File: src/rtl/rtc_resp_pkg.sv
// Shared types and constants for the RTC bus responder: FSM states, register
// file geometry, out-of-range read value and the timekeeping BCD helper.
package rtc_resp_pkg;

    typedef enum logic [2:0] {
        ST_IDLE,
        ST_ADDR,
        ST_READ,
        ST_WRITE,
        ST_ERR
    } state_t;

    localparam int NUM_REGS = 16;
    localparam int ADDR_W   = 4;

    localparam logic [7:0] RD_OOR_VALUE = 8'hFF;

    localparam logic [ADDR_W-1:0] SEC_ADDR  = 4'h0;
    localparam logic [ADDR_W-1:0] MIN_ADDR  = 4'h1;
    localparam logic [ADDR_W-1:0] HOUR_ADDR = 4'h2;

    // BCD increment that wraps to 0x00 once max_val has been reached.
    function automatic logic [7:0] bcd_inc(input logic [7:0] val, input logic [7:0] max_val);
        if (val == max_val) begin
            return 8'h00;
        end else if (val[3:0] == 4'h9) begin
            return {val[7:4] + 4'h1, 4'h0};
        end else begin
            return val + 8'h01;
        end
    endfunction

endpackage

File: src/rtl/rtc_sync2.sv
// Two-flop synchronizer for a group of asynchronous inputs, with a
// parameterized width and a reset value matching the group's idle levels.
module rtc_sync2 #(
    parameter int           W       = 1,
    parameter logic [W-1:0] RST_VAL = '0
) (
    input  logic         clk,
    input  logic         reset_n,
    input  logic [W-1:0] d,
    output logic [W-1:0] q
);

    logic [W-1:0] meta_q, meta_d;
    logic [W-1:0] sync_q, sync_d;

    always_comb begin
        meta_d = d;
        sync_d = meta_q;
    end

    always_ff @(posedge clk or negedge reset_n) begin
        if (!reset_n) begin
            meta_q <= RST_VAL;
            sync_q <= RST_VAL;
        end else begin
            meta_q <= meta_d;
            sync_q <= sync_d;
        end
    end

    assign q = sync_q;

endmodule

File: src/rtl/rtc_bus_responder.sv
// Multiplexed AD-bus responder for a 16 x 8 register file. Defining
// RTC_RESP_TIMEKEEP_EN adds tick_1hz and BCD seconds/minutes/hours in reg0..reg2.
//
// state    | meaning
// ST_IDLE  | not selected, or transaction aborted; strobes ignored
// ST_ADDR  | address latched, waiting for a read or write strobe
// ST_READ  | driving reg[addr] (or 0xFF out of range) with ad_oe high
// ST_WRITE | capturing ad_in each cycle, commit on wr_n rising
// ST_ERR   | rd_n and wr_n seen low together; left only once both are high
module rtc_bus_responder
    import rtc_resp_pkg::*;
(
    input  logic       clk,
    input  logic       reset_n,
    input  logic       cs_n,
    input  logic       as,
    input  logic       rd_n,
    input  logic       wr_n,
    input  logic [7:0] ad_in,
`ifdef RTC_RESP_TIMEKEEP_EN
    input  logic       tick_1hz,
`endif
    output logic [7:0] ad_out,
    output logic       ad_oe
);

    localparam logic [3:0] CTL_IDLE = 4'b1011;  // {cs_n, as, rd_n, wr_n}

    logic [3:0] ctl_s;
    logic [7:0] ad_in_s;
    logic       cs_n_s, as_s, rd_n_s, wr_n_s;

    rtc_sync2 #(.W(4), .RST_VAL(CTL_IDLE)) u_sync_ctl (
        .clk     (clk),
        .reset_n (reset_n),
        .d       ({cs_n, as, rd_n, wr_n}),
        .q       (ctl_s)
    );

    rtc_sync2 #(.W(8), .RST_VAL(8'h00)) u_sync_ad (
        .clk     (clk),
        .reset_n (reset_n),
        .d       (ad_in),
        .q       (ad_in_s)
    );

    assign {cs_n_s, as_s, rd_n_s, wr_n_s} = ctl_s;

    state_t            state_q, state_d;
    logic [3:0]        ctl_prev_q, ctl_prev_d;
    logic [7:0]        addr_q, addr_d;
    logic [7:0]        data_q, data_d;
    logic [7:0]        ad_out_q, ad_out_d;
    logic              ad_oe_q, ad_oe_d;
    logic [7:0]        regs_q [NUM_REGS];
    logic [7:0]        regs_d [NUM_REGS];
    logic              wr_commit, wr_en, addr_in_range;
    logic [ADDR_W-1:0] wr_idx;
    logic [7:0]        rd_value;
    logic              as_fall, rd_fall, wr_fall, wr_rise;

    assign as_fall = ctl_prev_q[2] & ~as_s;
    assign rd_fall = ctl_prev_q[1] & ~rd_n_s;
    assign wr_fall = ctl_prev_q[0] & ~wr_n_s;
    assign wr_rise = ~ctl_prev_q[0] & wr_n_s;

    assign addr_in_range = (addr_q[7:ADDR_W] == '0);
    assign wr_idx        = addr_q[ADDR_W-1:0];
    assign wr_en         = wr_commit & addr_in_range;
    assign rd_value      = addr_in_range ? regs_q[wr_idx] : RD_OOR_VALUE;

    always_comb begin
        state_d    = state_q;
        addr_d     = addr_q;
        data_d     = data_q;
        ad_out_d   = ad_out_q;
        ctl_prev_d = ctl_s;
        wr_commit  = 1'b0;
        if (state_q == ST_ERR) begin
            if (rd_n_s && wr_n_s) state_d = ST_IDLE;
        end else if (cs_n_s) begin
            state_d = ST_IDLE;
        end else if (!rd_n_s && !wr_n_s) begin
            state_d = ST_ERR;
        end else if (as_fall) begin
            addr_d  = ad_in_s;
            state_d = ST_ADDR;
        end else begin
            case (state_q)
                ST_ADDR: begin
                    if (rd_fall && wr_n_s) begin
                        state_d  = ST_READ;
                        ad_out_d = rd_value;
                    end else if (wr_fall && rd_n_s) begin
                        state_d = ST_WRITE;
                    end
                end
                ST_READ: begin
                    if (rd_n_s) state_d = ST_ADDR;
                end
                ST_WRITE: begin
                    data_d = ad_in_s;
                    if (wr_rise) begin
                        wr_commit = 1'b1;
                        state_d   = ST_ADDR;
                    end
                end
                default: ;
            endcase
        end
        ad_oe_d = (state_d == ST_READ);
    end

`ifdef RTC_RESP_TIMEKEEP_EN
    logic sec_carry, min_carry;
`endif

    // A write commit overrides the tick on its register and suppresses that register's carry.
    always_comb begin
        regs_d = regs_q;
`ifdef RTC_RESP_TIMEKEEP_EN
        sec_carry = 1'b0;
        min_carry = 1'b0;
        if (tick_1hz) begin
            regs_d[SEC_ADDR] = bcd_inc(regs_q[SEC_ADDR], 8'h59);
            sec_carry = (regs_q[SEC_ADDR] == 8'h59) && !(wr_en && wr_idx == SEC_ADDR);
            if (sec_carry) begin
                regs_d[MIN_ADDR] = bcd_inc(regs_q[MIN_ADDR], 8'h59);
                min_carry = (regs_q[MIN_ADDR] == 8'h59) && !(wr_en && wr_idx == MIN_ADDR);
            end
            if (min_carry) regs_d[HOUR_ADDR] = bcd_inc(regs_q[HOUR_ADDR], 8'h23);
        end
`endif
        if (wr_en) regs_d[wr_idx] = data_q;
    end

    always_ff @(posedge clk or negedge reset_n) begin
        if (!reset_n) begin
            state_q    <= ST_IDLE;
            ctl_prev_q <= CTL_IDLE;
            addr_q     <= 8'h00;
            data_q     <= 8'h00;
            ad_out_q   <= 8'h00;
            ad_oe_q    <= 1'b0;
            for (int i = 0; i < NUM_REGS; i++) regs_q[i] <= 8'h00;
        end else begin
            state_q    <= state_d;
            ctl_prev_q <= ctl_prev_d;
            addr_q     <= addr_d;
            data_q     <= data_d;
            ad_out_q   <= ad_out_d;
            ad_oe_q    <= ad_oe_d;
            regs_q     <= regs_d;
        end
    end

    assign ad_out = ad_out_q;
    assign ad_oe  = ad_oe_q;

endmodule

File: config.mk
export PLATFORM = sky130hd
export DESIGN_NAME = rtc_bus_responder
export DESIGN_NICKNAME = d
export VERILOG_FILES = /design/src/rtl/rtc_resp_pkg.sv /design/src/rtl/rtc_sync2.sv /design/src/rtl/rtc_bus_responder.sv
export SDC_FILE = /design/constraint.sdc
export NUM_CORES = 1
export LEC_CHECK = 0
export BUFFER_PORTS_ARGS = -buffer_cell sky130_fd_sc_hd__buf_2
export CAP_MARGIN = 25
export CORE_ASPECT_RATIO = 0.7
export CORE_MARGIN = 3
export CORE_UTILIZATION = 40
export DETAILED_ROUTE_END_ITERATION = 8
export PLACE_DENSITY_LB_ADDON = 0.3
export SLEW_MARGIN = 10
export SYNTH_ARGS = -nofsm -noshare
export SYNTH_HDL_FRONTEND = slang
export SYNTH_SLANG_ARGS = --single-unit
File: constraint.sdc
create_clock -name clk -period 2.63 [get_ports clk]
set_input_delay 0.1315 -clock clk [delete_from_list [all_inputs] [get_ports clk]]
set_output_delay 0.1315 -clock clk [all_outputs]
set_load 0.02 [all_outputs]
==> flow_summary.yaml <==
route:
  vias: 4337
  wl_met2_um: 7500
  highest_layer: "met4"
  drc_errors: 0
  totalWireLength_um: 17200
  first_pass_iters: 4
  routed-wl-met3_um: 905
  viasPerCell: 5.43
  first_iter_violations: 288
  detail_route.wl_per_cell_um: 21.5
  ant_nets: 0
  m1WireLength_um: 8640
grt:
  grt_max_degree: 56
  antenna_found_initial: 0
  track_usage: 0.174
  grt_pass1_wl_um: 27700
  first_global_vias: 4582
  grt_overflow: 0
clock_network:
  cts.sinks: 183
  cts_max_level: 4
  cts_made_buffers: 17
  clock_latency_ps: 430
  cts-root-buf: "clkbuf_16"
  clk_pin_slew_ps: 70
  cts_buffer_depth: 2
  cts_tree: "done"
  ctsResizeCount: 0
placed_design:
  hpwl_um: 11300
  dpl_worst_slack_ps: 311
  io_buffer_count: 22
  globalplace.congestion: 0.847
synthesis:
  yosys-top-cells-count: "175 x dfrtp_1, 141 x mux2_2, 32 x mux4_2"
  ys_ff_latch: 183
  synthTopCellsByArea: "dfrtp_1 56%, mux2_2 20%, mux4_2 9.3%, dfstp_2 2.7%, a22oi_1 1.5%"
  syn_area_um2: 7770
  yosys_warnings: 0
  synth_top_area_frac: 0.564
  ys_seq_area_frac: 0.591
  synth_edf_count: 0
  yosysUniqueCellTypes: 37
  syn_nets: 494
  synthCells: 480
  yosys.area.top_type: "dfrtp_1"
  yosysMostFrequentCell: "dfrtp_1"
  async_flop_share: 1.00
  synth.avg_cell_area_um2: 16.2
  synthFlopType: "dfrtp_1"
critical_path:
  cpPeakStageDelay_ps: 570
  path_buf_inv: 1
  cp_slowest_cell: "nor2_2"
  path_cells: "nor4_4 -> buf_4 -> nand3_1 -> nor2_2 -> mux2_2"
  critical_path_required_ps: 2950
  arrival_ps: 2650
  crit_family: "simple AND/OR/NAND/NOR gates"
  cp-end-kind: "flop"
  path_class: "reg2reg"
  cp-start-kind: "flop"
  crit_fanout: 11
power_and_ir_drop:
  power_density_nw_per_um2: 731
  power.leakage_nw: 4.15
  ir_drop_v: 0.000431
worst_hold_path:
  min_path_type: "in2async"
die:
  rows: 41
  die_w_um: 173
  die-height_um: 123
  die-area_um2: 21200
  start_util: 0.420
  core_um2: 18500
  pin_count: 23
sta:
  rsz0062_at_grt: "false"
  relSlewSlack: 0.514
  max_clock_freq_mhz: 428
  hold_violations: 0
  fin_ws_ps: 294
  min_period_over_period: 0.888
  finalMaxSlewViolations: 0
  setup_tns_ps: 0
  layout_min_cycle_time_ps: 2340
  setup_violations: 0
  worstMarginPinSlew_ps: 728
  skew_ps: 7.05
finish:
  diodes: 0
  nNetsFinal: 542
  synthToLayoutAreaGrowth_pct: 16.5
  drive_gt1_frac: 0.512
status:
  status: "finished, final reports clean"
run:
  cap_viol_max_count: 0
## metrics by stage
step / power, mW / instance area [um^2] / instances / util / hold WS [ps]
6_report: 6.62 / 9050 / 799 / 0.489 / 215
5_1_grt: 6.88 / 9050 / 799 / 0.489 / 255
4_1_cts: 6.68 / 9050 / 799 / 0.489 / 220
3_5_place_dp: 3.86 / 8280 / 754 / 0.447 / 113
3_3_place_gp: 3.85 / 8280 / 754 / 0.447 / 99.3
2_1_floorplan: 3.56 / 7770 / 480 / - / -164
## timing repair
item | in CTS | in global routing
hold buffers | 13 | 0
setup buffers | 0 | 0
endpoints found under the hold margin | 57 | 0
## worst paths after layout
| path | end | cells after the start | slack (ps) | start |
|---|---|---|---|---|
| worst max-delay path | regs_q[76]$_DFFE_PN0P_ | 5 | 290 | addr_q[4]$_DFFE_PN0P_ |
| worst min-delay path | state_q[1]$_DFF_PN0_ | 2 | 220 | reset_n |
| worst max register to register | regs_q[76]$_DFFE_PN0P_ | 5 | 290 | addr_q[4]$_DFFE_PN0P_ |
| worst min register to register | u_sync_ad.q[3]$_DFF_PN0_ | 0 | 350 | u_sync_ad.meta_q[3]$_DFF_PN0_ |
| max in group asynchronous | regs_q[80]$_DFFE_PN0P_ | 3 | 1600 | reset_n |
| min in group clk | u_sync_ad.meta_q[4]$_DFF_PN0_ | 2 | 340 | ad_in[4] |
## area by class of cell
cell class | instances | area (um^2)
Multi-Input combinational cell | 269 | 3060
Fill cell | 1546 | 9470
Tap cell | 258 | 323
Clock inverter | 12 | 198
Inverter | 1 | 3.75
Timing Repair Buffer | 56 | 429
Sequential cell | 183 | 4590
Clock buffer | 20 | 447
## sequential cells by signal, summed over array words and instances, names as in the netlist
name,flops
u_sync_ad.q,8
ad_out,8
addr_q,8
ad_oe,1
u_sync_ad.meta_q,8
ctl_prev_q,3
u_sync_ctl.q,4
u_sync_ctl.meta_q,4
data_q,8
regs_q,128
state_q,3
## cells in the final DEF, fill, tap and decap left out, drive strengths merged, types with 11 or more instances in the layout
cell / Yosys / layout
a22oi: 16 / 16
nand4: 11 / 11
nor2: 17 / 17
buf: 21 / 43
mux4: 32 / 32
clkbuf: 6 / 20
dfrtp: 175 / 175
mux2: 144 / 144
dlygate4sd3: 0 / 13
## power by group
group	leakage, nW	switching, mW	internal, mW	total, mW
logic	1.37	0.477	0.332	0.809
clock network	0.311	1.09	1.71	2.80
registers	2.46	0.104	2.91	3.01
total	4.15	1.67	4.95	6.62
## cells by family (layout without fill, tap and decap cells)
family          Yosys count  after routing  share of synthesized area
compound gates           35             35                     0.0322
buf+inv                  28             89                     0.0156
flops                   183            183                      0.591
mux                     176            176                      0.301
simple gates             58             58                     0.0601
## per-layer routing
metal,up-vias,global-route usage
met1,2337,0.265
li1,1904,-
met3,11,0.0393
met4,0,0.0527
met2,85,0.250
met5,-,0
(Power assumes the default switching activity.)
